[src/rtl/stream_run_sequencer_if.sv]
`timescale 1ns/1ps
`default_nettype none
// ============================================================================
//  Module   : stream_run_sequencer_if
//  Purpose  : Command and source-packet handshake bundle of the run sequencer.
//             'master' is the sequencer side (drives cmd_ready and the source
//             stream); 'slave' is the host/network side.
//  Revision : 1.0  initial release
// ============================================================================
interface stream_run_sequencer_if #(
  parameter int NUM_INP      = 4,
  parameter int CHARGE_WIDTH = 8,
  parameter int RUN_WIDTH    = 16,
  parameter int IDX_WIDTH    = (NUM_INP > 1) ? $clog2(NUM_INP) : 1
);
  localparam int PKT_WIDTH = 1 + NUM_INP * CHARGE_WIDTH;

  // Command channel
  logic                    cmd_valid;
  logic                    cmd_ready;
  logic [1:0]              cmd_op;
  logic [IDX_WIDTH-1:0]    cmd_idx;
  logic [CHARGE_WIDTH-1:0] cmd_charge;
  logic [RUN_WIDTH-1:0]    cmd_run;

  // Source packet channel
  logic                    src_valid;
  logic                    src_ready;
  logic [PKT_WIDTH-1:0]    src;

  // Status
  logic                    busy;
  logic [RUN_WIDTH-1:0]    steps_done;

  modport master (
    input  cmd_valid, cmd_op, cmd_idx, cmd_charge, cmd_run, src_ready,
    output cmd_ready, src_valid, src, busy, steps_done
  );

  modport slave (
    output cmd_valid, cmd_op, cmd_idx, cmd_charge, cmd_run, src_ready,
    input  cmd_ready, src_valid, src, busy, steps_done
  );
endinterface
`default_nettype wire

[src/rtl/stream_run_sequencer.sv]
`timescale 1ns/1ps
`default_nettype none
// ============================================================================
//  Module   : stream_run_sequencer
//  Purpose  : Expands host commands (NOP / SPK / RUN / CLR) into packed source
//             packets for the network: stages per-input charges with
//             saturation, paces RUN timesteps and counts accepted steps.
//  Revision : 1.0  initial release
// ============================================================================
module stream_run_sequencer #(
  parameter int NUM_INP      = 4,
  parameter int CHARGE_WIDTH = 8,
  parameter int RUN_WIDTH    = 16,
  parameter int IDX_WIDTH    = (NUM_INP > 1) ? $clog2(NUM_INP) : 1
) (
  input  logic                  clk,
  input  logic                  arstn,
  stream_run_sequencer_if.master bus
);

  localparam int PAY_WIDTH = NUM_INP * CHARGE_WIDTH;

  localparam logic [1:0] OP_NOP = 2'd0;
  localparam logic [1:0] OP_SPK = 2'd1;
  localparam logic [1:0] OP_RUN = 2'd2;
  localparam logic [1:0] OP_CLR = 2'd3;

  localparam logic PKT_NOM = 1'b0;
  localparam logic PKT_CLR = 1'b1;

  localparam logic [CHARGE_WIDTH-1:0] CHG_MAX = {1'b0, {(CHARGE_WIDTH-1){1'b1}}};
  localparam logic [CHARGE_WIDTH-1:0] CHG_MIN = {1'b1, {(CHARGE_WIDTH-1){1'b0}}};

  typedef enum logic [1:0] {
    ST_IDLE = 2'd0,
    ST_RUN  = 2'd1,
    ST_CLR  = 2'd2
  } state_t;

  state_t                         state_q;
  logic                           src_valid_q;
  logic [PAY_WIDTH:0]             src_q;
  logic [RUN_WIDTH-1:0]           remaining_q;
  logic [RUN_WIDTH-1:0]           steps_q;
  logic signed [CHARGE_WIDTH-1:0] pending_q [NUM_INP];

  // Saturated "pending + cmd_charge" for every lane, and which lane SPK hits.
  logic [PAY_WIDTH-1:0]           pending_sat_d;
  logic [NUM_INP-1:0]             idx_hit;
  // Pending charges laid out in packet order (input 0 just below the opcode).
  logic [PAY_WIDTH-1:0]           pending_packed;

  for (genvar i = 0; i < NUM_INP; i++) begin : g_lane
    logic [CHARGE_WIDTH:0] sum;
    logic                  ovf;

    // One guard bit: overflow when the two top bits of the sum disagree.
    assign sum = {pending_q[i][CHARGE_WIDTH-1], pending_q[i]}
               + {bus.cmd_charge[CHARGE_WIDTH-1], bus.cmd_charge};
    assign ovf = sum[CHARGE_WIDTH] ^ sum[CHARGE_WIDTH-1];

    assign pending_sat_d[i*CHARGE_WIDTH +: CHARGE_WIDTH] =
      ovf ? (sum[CHARGE_WIDTH] ? CHG_MIN : CHG_MAX) : sum[CHARGE_WIDTH-1:0];

    // Indices >= NUM_INP match no lane, so such SPKs are silently dropped.
    assign idx_hit[i] = (bus.cmd_idx == IDX_WIDTH'(i));

    assign pending_packed[(NUM_INP-1-i)*CHARGE_WIDTH +: CHARGE_WIDTH] = pending_q[i];
  end

  // Command decode, packet generation, step pacing and charge staging.
  always_ff @(posedge clk or negedge arstn) begin
    if (!arstn) begin
      state_q     <= ST_IDLE;
      src_valid_q <= 1'b0;
      src_q       <= '0;
      remaining_q <= '0;
      steps_q     <= '0;
      for (int i = 0; i < NUM_INP; i++) begin
        pending_q[i] <= '0;
      end
    end else begin
      case (state_q)
        ST_IDLE: begin
          if (bus.cmd_valid) begin
            case (bus.cmd_op)
              OP_SPK: begin
                for (int i = 0; i < NUM_INP; i++) begin
                  if (idx_hit[i]) begin
                    pending_q[i] <= pending_sat_d[i*CHARGE_WIDTH +: CHARGE_WIDTH];
                  end
                end
              end
              OP_RUN: begin
                // A zero-length run is consumed without producing packets.
                if (bus.cmd_run != '0) begin
                  remaining_q <= bus.cmd_run;
                  state_q     <= ST_RUN;
                  src_valid_q <= 1'b1;
                  src_q       <= {PKT_NOM, pending_packed};
                end
              end
              OP_CLR: begin
                state_q     <= ST_CLR;
                src_valid_q <= 1'b1;
                src_q       <= {PKT_CLR, {PAY_WIDTH{1'b0}}};
              end
              default: begin
                // OP_NOP: accepted, nothing to do.
              end
            endcase
          end
        end

        ST_RUN: begin
          if (bus.src_ready) begin
            steps_q     <= steps_q + RUN_WIDTH'(1);
            remaining_q <= remaining_q - RUN_WIDTH'(1);
            // Staged charges are consumed by the first accepted packet.
            for (int i = 0; i < NUM_INP; i++) begin
              pending_q[i] <= '0;
            end
            if (remaining_q == RUN_WIDTH'(1)) begin
              state_q     <= ST_IDLE;
              src_valid_q <= 1'b0;
              src_q       <= '0;
            end else begin
              // Pending was just cleared and SPK cannot arrive while busy,
              // so every later packet of the run carries zero charges.
              src_q <= {PKT_NOM, {PAY_WIDTH{1'b0}}};
            end
          end
        end

        ST_CLR: begin
          if (bus.src_ready) begin
            for (int i = 0; i < NUM_INP; i++) begin
              pending_q[i] <= '0;
            end
            state_q     <= ST_IDLE;
            src_valid_q <= 1'b0;
            src_q       <= '0;
          end
        end

        default: begin
          state_q     <= ST_IDLE;
          src_valid_q <= 1'b0;
          src_q       <= '0;
        end
      endcase
    end
  end

  assign bus.cmd_ready  = (state_q == ST_IDLE);
  assign bus.busy       = (state_q != ST_IDLE);
  assign bus.src_valid  = src_valid_q;
  assign bus.src        = src_q;
  assign bus.steps_done = steps_q;

endmodule
`default_nettype wire

[src/flat_wrapper.sv]
// flat-port wrapper written by rule: the top's interface ports become plain ports
module stream_run_sequencer_flat 
#(
  parameter int NUM_INP      = 4,
  parameter int CHARGE_WIDTH = 8,
  parameter int RUN_WIDTH    = 16,
  parameter int IDX_WIDTH    = (NUM_INP > 1) ? $clog2(NUM_INP) : 1
)
  (clk, arstn, bus_cmd_valid, bus_cmd_op, bus_cmd_idx, bus_cmd_charge, bus_cmd_run, bus_src_ready, bus_cmd_ready, bus_src_valid, bus_src, bus_busy, bus_steps_done);
  stream_run_sequencer_if #(.NUM_INP(NUM_INP), .CHARGE_WIDTH(CHARGE_WIDTH), .RUN_WIDTH(RUN_WIDTH), .IDX_WIDTH(IDX_WIDTH)) bus_i ();
  input  logic clk;
  input  logic arstn;
  input wire logic [$bits(bus_i.cmd_valid)-1:0] bus_cmd_valid;
  input wire logic [$bits(bus_i.cmd_op)-1:0] bus_cmd_op;
  input wire logic [$bits(bus_i.cmd_idx)-1:0] bus_cmd_idx;
  input wire logic [$bits(bus_i.cmd_charge)-1:0] bus_cmd_charge;
  input wire logic [$bits(bus_i.cmd_run)-1:0] bus_cmd_run;
  input wire logic [$bits(bus_i.src_ready)-1:0] bus_src_ready;
  output wire logic [$bits(bus_i.cmd_ready)-1:0] bus_cmd_ready;
  output wire logic [$bits(bus_i.src_valid)-1:0] bus_src_valid;
  output wire logic [$bits(bus_i.src)-1:0] bus_src;
  output wire logic [$bits(bus_i.busy)-1:0] bus_busy;
  output wire logic [$bits(bus_i.steps_done)-1:0] bus_steps_done;
  assign bus_i.cmd_valid = bus_cmd_valid;
  assign bus_i.cmd_op = bus_cmd_op;
  assign bus_i.cmd_idx = bus_cmd_idx;
  assign bus_i.cmd_charge = bus_cmd_charge;
  assign bus_i.cmd_run = bus_cmd_run;
  assign bus_i.src_ready = bus_src_ready;
  assign bus_cmd_ready = bus_i.cmd_ready;
  assign bus_src_valid = bus_i.src_valid;
  assign bus_src = bus_i.src;
  assign bus_busy = bus_i.busy;
  assign bus_steps_done = bus_i.steps_done;
  stream_run_sequencer #(.NUM_INP(NUM_INP), .CHARGE_WIDTH(CHARGE_WIDTH), .RUN_WIDTH(RUN_WIDTH), .IDX_WIDTH(IDX_WIDTH)) u_core (.clk(clk), .arstn(arstn), .bus(bus_i));
endmodule
[config.mk]
export PLATFORM = sky130hd
export DESIGN_NAME = stream_run_sequencer_flat
export DESIGN_NICKNAME = d
export VERILOG_FILES = /design/src/rtl/stream_run_sequencer_if.sv /design/src/rtl/stream_run_sequencer.sv /design/src/flat_wrapper.sv
export SDC_FILE = /design/constraint.sdc
export NUM_CORES = 1
export LEC_CHECK = 0
export CORE_UTILIZATION = 30
export DETAILED_ROUTE_END_ITERATION = 8
export GPL_TIMING_DRIVEN = 0
export HOLD_SLACK_MARGIN = 0.03
export SLEW_MARGIN = 5
export SYNTH_ARGS = -nofsm -noshare
export SYNTH_HDL_FRONTEND = slang
export SYNTH_SLANG_ARGS = --single-unit
[constraint.sdc]
create_clock -name clk -period 3.4 [get_ports clk]
set_input_delay 0.34 -clock clk [delete_from_list [all_inputs] [get_ports clk]]
set_output_delay 0.34 -clock clk [all_outputs]
set_load 0.01 [all_outputs]
==> impl_summary.log, run 1 <==
[metrics] input/output buffers: 83
[metrics] worst flop-to-flop path startpoint: u_core.pending_packed[0]$_DFFE_PN0P_
[metrics] CTS tree: built
[metrics] gate family responsible for the most delay along the worst path: compound AO/OA/AOI/OAI gates
[metrics] width of the die: 144 µm
[metrics] gr ovfl total: 0
[metrics] cell total after placement: 980
[metrics] Detailed Routing Iterations Pass 1: 4
[metrics] largest vdd supply drop: 0.251 mV
[metrics] Core Rows: 51
[metrics] maximum buffer depth of the clock tree: 2
[metrics] number of top-level pins: 84
[metrics] number of global-route vias before repair: 4804
[metrics] final clock skew: 0.0107 ns
[metrics] DP Wirelength: 11.3 mm
[metrics] crit share post-route: 91.7%
[metrics] Async SR Flop Fraction: 100%
[metrics] proportion of synthesized chip area in sequential cells: 41.4%
[metrics] DRT antenna net count: 0
[metrics] Pleak: 3.31 nW
[metrics] non-filler cells in the finished layout: 996
[metrics] setup repair after global routing missed its margin: false
[metrics] Worst path max stage delay: 0.61 ns
[metrics] standard cell area after detailed placement: 0.00724 mm²
[metrics] sum of routed wire length over all layers: 15.4 mm
[metrics] Sinks on Clock Net: 100
[metrics] area inside the core boundary: 0.0196 mm²
[metrics] power per unit of standard cell area: 787 mW/mm²
[metrics] number of clock buffers inserted by TritonCTS: 9
[metrics] Worst Path Buf+Inv: 1
[metrics] number of flops mapped to enable cells by yosys: 0
[metrics] status: completed
[metrics] Synth warnings: 0
[metrics] worst hold path class: in2async
[metrics] nets@finish: 807
[metrics] reported max-cap violation count: 0
[metrics] wire length of the first global-routing pass: 25.5 mm
[metrics] cell at the slowest stage of the critical path: nor4b_2
[metrics] Die ar.: 0.0207 mm²
[metrics] vertical extent of the die: 144 µm
[metrics] total non-filler cell area in the finished layout: 0.00754 mm²
[metrics] startpoint kind of the worst setup timing path: input pin
[metrics] Rel. slew slack: 48.4%
[metrics] most common flop cell mapped by yosys: dfrtp_1
[metrics] final number of hold-violating endpoints: 0
[metrics] maximum number of pins on one net before global-route repair: 59
[metrics] combined area of all synthesized cells: 0.00605 mm²
[metrics] total global routing track utilization: 16.0%
[metrics] Post-Synthesis Net Count: 711
[metrics] via count: 4906
[metrics] post-route worst setup slack: 0.282 ns
[metrics] setup slack, reg-to-reg: 0.36 ns
[metrics] Critical Path Sink Type: flop
[metrics] worst setup path category: in2reg
[metrics] Least-Margin Pin Slew: 0.774 ns
[metrics] final setup violating endpoints: 0
[metrics] pre-CTS setup slack: -0.567 ns
[metrics] number of distinct library cells after synthesis: 75
[metrics] area overhead of the layout relative to synthesis: 24.7%
[metrics] average footprint of a synthesized cell: 9.58 µm²
[metrics] antenna violations before repair: 0
[metrics] synthesized netlist cell count: 631
[metrics] largest fanout on the critical path: 7
[metrics] CP Data Required Time: 3.69 ns
[metrics] Max Clock Freq: 321 MHz
[metrics] WL per Instance: 15.5 µm
[metrics] Register-to-Register Path Depth: 9
[metrics] H-tree level count: 3
[metrics] critical path, cell by cell: clkdlybuf4s50_1 > ha_1 > a21oi_1 > o21bai_1 > a21oi_1 > o21ai_0 > xor2_1 > ha_1 > nor4b_2 > a221o_1
[metrics] violation count after the first detailed-route iteration: 222
[metrics] vias per inst: 4.93
[metrics] overall power: 0.00594 W
[metrics] fraction of final layout cells with drive strength greater than 1: 7.25%
[metrics] final weighted congestion in routability-driven placement: 0.831
[metrics] Period minus WS final: 3.12 ns
[metrics] clock-pin slew on the worst setup and hold paths: 0.07 ns
[metrics] final number of max-transition violations: 0
[metrics] DR DRC count: 0
[metrics] count of antenna diodes in the layout: 0
[metrics] initial cell density of the core: 30.9%
[metrics] flop and latch count out of synthesis: 100
[metrics] Crit path arrival time: 3.41 ns
[metrics] clock latency on the worst-skew pair: 0.36 ns
[metrics] worst reg2reg endpoint: u_core.pending_packed[1]$_DFFE_PN0P_
[metrics] buffer cell driving the clock tree root: clkbuf_16
[worst max-delay path by stage]
stage / startpoint / to / cells after the start
4_1_cts: bus_cmd_charge[0] / u_core.pending_packed[10]$_DFFE_PN0P_ / 13
3_3_place_gp: arstn / u_core.bus.src[3]$_DFFE_PN0P_ / 1
5_1_grt: bus_cmd_charge[2] / u_core.pending_packed[3]$_DFFE_PN0P_ / 10
6_report: bus_cmd_charge[2] / u_core.pending_packed[3]$_DFFE_PN0P_ / 10
2_1_floorplan: u_core.pending_packed[9]$_DFFE_PN0P_ / u_core.pending_packed[14]$_DFFE_PN0P_ / 12
3_5_place_dp: bus_cmd_charge[1] / u_core.pending_packed[9]$_DFFE_PN0P_ / 13
[cells in the mapped netlist (3+ instances only)]
cell type	n	share of area [%]
mux2i_1	3	0.50
a221o_1	13	2.2
ha_1	44	9.1
mux2_2	4	0.74
inv_1	48	3.0
o21ai_1	32	2.6
o22a_1	3	0.43
xnor2_1	24	3.5
and3_1	4	0.41
fa_1	4	1.3
a21oi_1	33	2.7
o211ai_1	3	0.37
buf_6	6	1.1
nor2b_1	3	0.31
nand3_1	46	3.8
a22oi_1	6	0.74
o21ai_0	32	2.6
and2_1	5	0.52
a21o_1	11	1.4
xor2_1	14	2.0
a31oi_1	3	0.31
a211oi_1	5	0.62
clkbuf_1	11	0.68
a2bb2oi_1	4	0.58
dfrtp_1	100	41
o21a_1	5	0.62
nor3_1	7	0.58
a22o_1	6	0.87
nor4_1	4	0.41
nand2_1	44	2.7
nor2_1	36	2.2
o31ai_1	3	0.37
or4_1	3	0.37
o22ai_1	6	0.62
nand2b_1	5	0.52
nand4_1	5	0.52
[repair_timing]
action                                  CTS  global route
resized for setup                         1             5
hold buffers                              1             0
pin swaps                                 0             0
setup buffers                             0             0
cloned                                    0             0
endpoints found under the setup margin   14            21
endpoints found under the hold margin    42             0
[state kept, by name, summed over array words and instances (netlist names)]
name / cells
u_core.remaining_q: 16
u_core.bus.src_valid: 1
u_core.state_q: 2
u_core.bus.src: 33
u_core.pending_packed: 32
u_core.bus.steps_done: 16
[power by group]
group          switching [W]  internal, W  leakage [nW]  total, W
logic                0.00167      0.00136          1.85   0.00302
clock network       0.000467     0.000553         0.141   0.00102
registers           0.000338      0.00156          1.32   0.00189
[layer usage]
layer | vias to the layer above | routed length (µm) | global-route usage, % | share of wire, %
met5 | - | 0 | 0 | 0
met4 | 0 | 208 | 6.44 | 1.4
met3 | 16 | 696 | 2.42 | 4.5
met2 | 84 | 7280 | 26.0 | 47
met1 | 2329 | 7210 | 21.3 | 47
li1 | 2477 | - | - | -
[through the flow]
step / hold WS (ns) / TNS [ns] / utilization (%)
CTS: 0.480 / 0 / 38.5
global route: 0.509 / 0 / 38.5
global placement: 0.466 / -222.09 / 36.8
detailed placement: 0.299 / -8.63 / 36.9
floorplan: 0.0444 / 0 / -
finish: 0.473 / 0 / 38.5
[cell type report]
class | instances | area [µm²]
Inverter | 50 | 188
Sequential cell | 100 | 2500
Clock buffer | 12 | 267
Buffer | 22 | 136
Clock inverter | 3 | 21.3
Timing Repair Buffer | 85 | 867
Multi-Input combinational cell | 459 | 3230
Fill cell | 1953 | 12100
Tap cell | 265 | 332
[worst reg2reg max path: stages, from the launching register on]
cell      delay (ns)
dfrtp_1         0.40
ha_1            0.22
fa_1            0.43
a211oi_1        0.25
nor2_1          0.10
o31a_1          0.27
o22ai_1         0.26
ha_1            0.31
nor3_2          0.49
a221o_1         0.24
[kinds of logic after synthesis]
| group | after synthesis | share of synthesized area, % |
|---|---|---|
| AOI/OAI and AO/OA | 182 | 19.8 |
| adders and majority gates | 50 | 10.8 |
| DFF | 100 | 41.4 |
| and+or+nand+nor | 181 | 15.7 |
| muxes | 8 | 1.49 |
| buffers and inverters | 72 | 5.36 |
| xor gates and xnor gates | 38 | 5.50 |
[cells in the final DEF (no fill, tap or decap), drive strengths merged, types with 6 or more instances in the layout]
master / netlist / routed
o22ai: 6 / 6
a221o: 13 / 13
clkbuf: 13 / 26
ha: 44 / 44
and2: 6 / 6
dfrtp: 100 / 100
nor3: 9 / 9
xnor2: 24 / 24
a21o: 11 / 11
nand2: 44 / 44
inv: 49 / 49
clkdlybuf4s50: 0 / 80
nor2: 36 / 36
buf: 9 / 11
a22oi: 6 / 6
a21oi: 34 / 34
o21ai: 65 / 65
nand3: 46 / 46
xor2: 14 / 14
a22o: 6 / 6
No activity file was read; power rests on OpenSTA's default activity.
==> inputs of run 2 (changes only) <==
==> constraint.sdc (replaced) <==
create_clock -name clk -period 3.4 [get_ports clk]
set_input_delay 0.68 -clock clk [delete_from_list [all_inputs] [get_ports clk]]
set_output_delay 0.68 -clock clk [all_outputs]
set_load 0.01 [all_outputs]
==> run 2 against run 1 <==
  * Sequential cell count unchanged
  * Highest routed layer unchanged
  * Critical path type unchanged
  * Sequential power about the same
  * Via count increased by 0.79%
  * Combinational power increased by 2%
  * Wire length increased by 0.68%
  * Global-route usage about the same
  * Count of clock-buffer cells in the layout unchanged
  * Die area unchanged
  * Worst setup slack got worse by 0.10 ns
  * First-iteration DRC count decreased by 3.6%
  * Critical endpoint is now u_core.pending_packed[1]$_DFFE_PN0P_
==> impl_summary.log, run 2 (synthesis gave the netlist of run 1 again) <==
[metrics] clock-pin slew on the worst setup and hold paths: 0.07 ns (about the same)
[metrics] WL per Instance: 15.6 µm (+0.78%)
[metrics] total global routing track utilization: 16.0% (about the same)
[metrics] input/output buffers: 83 (unchanged)
[metrics] hold slack final: 0.246 ns (-0.227 ns)
[metrics] via count: 4945 (+0.79%)
[metrics] wire length of the first global-routing pass: 25.5 mm (about the same)
[metrics] count of antenna diodes in the layout: 0 (unchanged)
[metrics] non-filler cells in the finished layout: 995 (-0.10%)
[metrics] Rel. slew slack: 51.9% (+3.5 points)
[metrics] CP Data Required Time: 3.70 ns (about the same)
[metrics] gr ovfl total: 0 (unchanged)
[metrics] final weighted congestion in routability-driven placement: 0.831 (unchanged)
[metrics] Pleak: 3.32 nW (about the same)
[metrics] CTS tree: built
[metrics] largest fanout on the critical path: 7 (unchanged)
[metrics] number of global-route vias before repair: 4799 (-0.10%)
[metrics] reported max-cap violation count: 0 (unchanged)
[metrics] Register-to-Register Path Depth: 12 (+3)
[metrics] final core utilization: 38.5% (+0.057 points)
[metrics] buffer cell driving the clock tree root: clkbuf_16
[metrics] commonest non-fill, non-tap cell in the layout: dfrtp_1
[metrics] Sinks on Clock Net: 100 (unchanged)
[metrics] most frequent cells in the layout: 100 x dfrtp_1, 77 x clkdlybuf4s50_1, 48 x inv_1
[metrics] antenna violations before repair: 0 (unchanged)
[metrics] area inside the core boundary: 0.0196 mm² (unchanged)
[metrics] vertical extent of the die: 144 µm (unchanged)
[metrics] Die ar.: 0.0207 mm² (unchanged)
[metrics] H-tree level count: 3 (unchanged)
[metrics] maximum buffer depth of the clock tree: 2 (unchanged)
[metrics] Post-Route Setup TNS: 0 ns (unchanged)
[metrics] total non-filler cell area in the finished layout: 0.00755 mm² (+0.15%)
[metrics] count of filler cells inserted in the layout: 1952 (-0.051%)
[metrics] worst flop-to-flop path startpoint: u_core.pending_packed[9]$_DFFE_PN0P_
[metrics] number of flip-flops in the largest register: 33 (unchanged)
[metrics] nets@finish: 806 (-0.12%)
[metrics] worst hold path class: in2async
[metrics] number of clock buffers inserted by TritonCTS: 9 (unchanged)
[metrics] setup slack, reg-to-reg: 0.52 ns (+0.16 ns)
[metrics] DP Wirelength: 11.3 mm (unchanged)
[metrics] cell total after placement: 980 (unchanged)
[metrics] setup repair after global routing missed its margin: false
[metrics] maximum number of pins on one net before global-route repair: 59 (unchanged)
[metrics] final number of hold-violating endpoints: 0 (unchanged)
[metrics] DRT antenna net count: 0 (unchanged)
[metrics] startpoint kind of the worst setup timing path: input pin
[metrics] vias per inst: 4.97 (+0.90%)
[metrics] Detailed Routing Iterations Pass 1: 4 (unchanged)
[metrics] worst reg2reg endpoint: u_core.pending_packed[14]$_DFFE_PN0P_
[metrics] power per unit of standard cell area: 792 mW/mm² (+0.64%)
[metrics] initial cell density of the core: 30.9% (unchanged)
[metrics] Max Clock Freq: 311 MHz (-3.2%)
[metrics] final clock skew: 0.0105 ns (-0.000209 ns)
[metrics] violation count after the first detailed-route iteration: 214 (-3.6%)
[metrics] status: completed
[metrics] number of top-level pins: 84 (unchanged)
[metrics] Critical Path Sink Type: flop
[metrics] standard cell area after detailed placement: 0.00724 mm² (unchanged)
[metrics] final number of max-transition violations: 0 (unchanged)
[metrics] multi-input logic area: 0.00326 mm² (+0.89%)
[metrics] Crit path arrival time: 3.52 ns (+0.11 ns)
[metrics] area overhead of the layout relative to synthesis: 24.9%
[metrics] fraction of final layout cells with drive strength greater than 1: 7.53% (+0.28 points)
[metrics] crit share post-route: 94.7% (+3.0 points)
[metrics] Core Rows: 51 (unchanged)
[metrics] clock latency on the worst-skew pair: 0.36 ns (about the same)
[metrics] area taken by flip-flops and latches: 0.00250 mm² (unchanged)
[metrics] buffers inserted during post-CTS setup optimization: 0 (unchanged)
[metrics] worst setup path category: in2reg
[metrics] largest vdd supply drop: 0.252 mV (+0.47%)
[metrics] final setup violating endpoints: 0 (unchanged)
[metrics] sum of routed wire length over all layers: 15.5 mm (+0.68%)
[metrics] Least-Margin Pin Slew: 0.721 ns (-0.0531 ns)
[metrics] DR DRC count: 0 (unchanged)
[metrics] Period minus WS final: 3.22 ns (+0.103 ns)
[metrics] width of the die: 144 µm (unchanged)
==> run 2: final cells by class <==
type	count	area share (%)
timing repair buffer	84	11.3
tap	265	4.39
sequential	100	33.1
multi-input combinational	459	43.1
inverter	50	2.49
buffer	22	1.81
clock buffer	12	3.53
clock inverter	3	0.282
==> run 2: per-layer routing <==
metal  share of wire (%)  routed length [µm]  vias up  GRT usage [%]
met4                 1.3                 206        0           6.44
met3                 3.7                 567       15           2.42
met2                  47                7320       77           26.0
met1                  48                7410     2370           21.2
met5                   0                   0        -              0
li1                    -                   -     2483              -
==> run 2: worst max path at each step <==
stage | from | end | slack [ns] | cells after the start
2_1_floorplan | bus_cmd_charge[1] | u_core.pending_packed[14]$_DFFE_PN0P_ | 0.38 | 12
3_3_place_gp | arstn | u_core.bus.src[3]$_DFFE_PN0P_ | -2.48 | 1
3_5_place_dp | bus_cmd_charge[1] | u_core.pending_packed[9]$_DFFE_PN0P_ | -0.91 | 13
4_1_cts | bus_cmd_charge[0] | u_core.pending_packed[3]$_DFFE_PN0P_ | 0.03 | 10
5_1_grt | bus_cmd_charge[6] | u_core.pending_packed[8]$_DFFE_PN0P_ | 0.02 | 10
6_report | bus_cmd_charge[0] | u_core.pending_packed[1]$_DFFE_PN0P_ | 0.18 | 10
==> run 2: repair_timing <==
item / 4_1_cts / 5_1_grt
setup endpoints to repair: 21 / 21
hold buffers: 0 / 0
resized for setup: 8 / 9
==> run 2: stage by stage <==
step           worst slack (ns)  power (W)
6_report                  0.180    0.00598
5_1_grt                  0.0200    0.00651
4_1_cts                  0.0258    0.00601
3_5_place_dp             -0.907    0.00494
3_3_place_gp              -2.48    0.00490
2_1_floorplan             0.384    0.00394
==> run 2: worst max-delay path, stage by stage <==
cell and delay [ns]:
dlygate4sd2_1 0.35, ha_1 0.29, fa_1 0.43, a211oi_1 0.25, nor2_1 0.10, o31a_1 0.28
o22ai_2 0.23, ha_1 0.33, nor3_4 0.37, a221o_1 0.21
==> run 2: where the power goes <==
part	internal, W	switching [W]	total [W]	leakage [nW]
sequential	0.00156	0.000338	0.00190	1.32
clock	0.000553	0.000469	0.00102	0.141
combinational	0.00137	0.00169	0.00307	1.85
total	0.00348	0.00250	0.00598	3.32
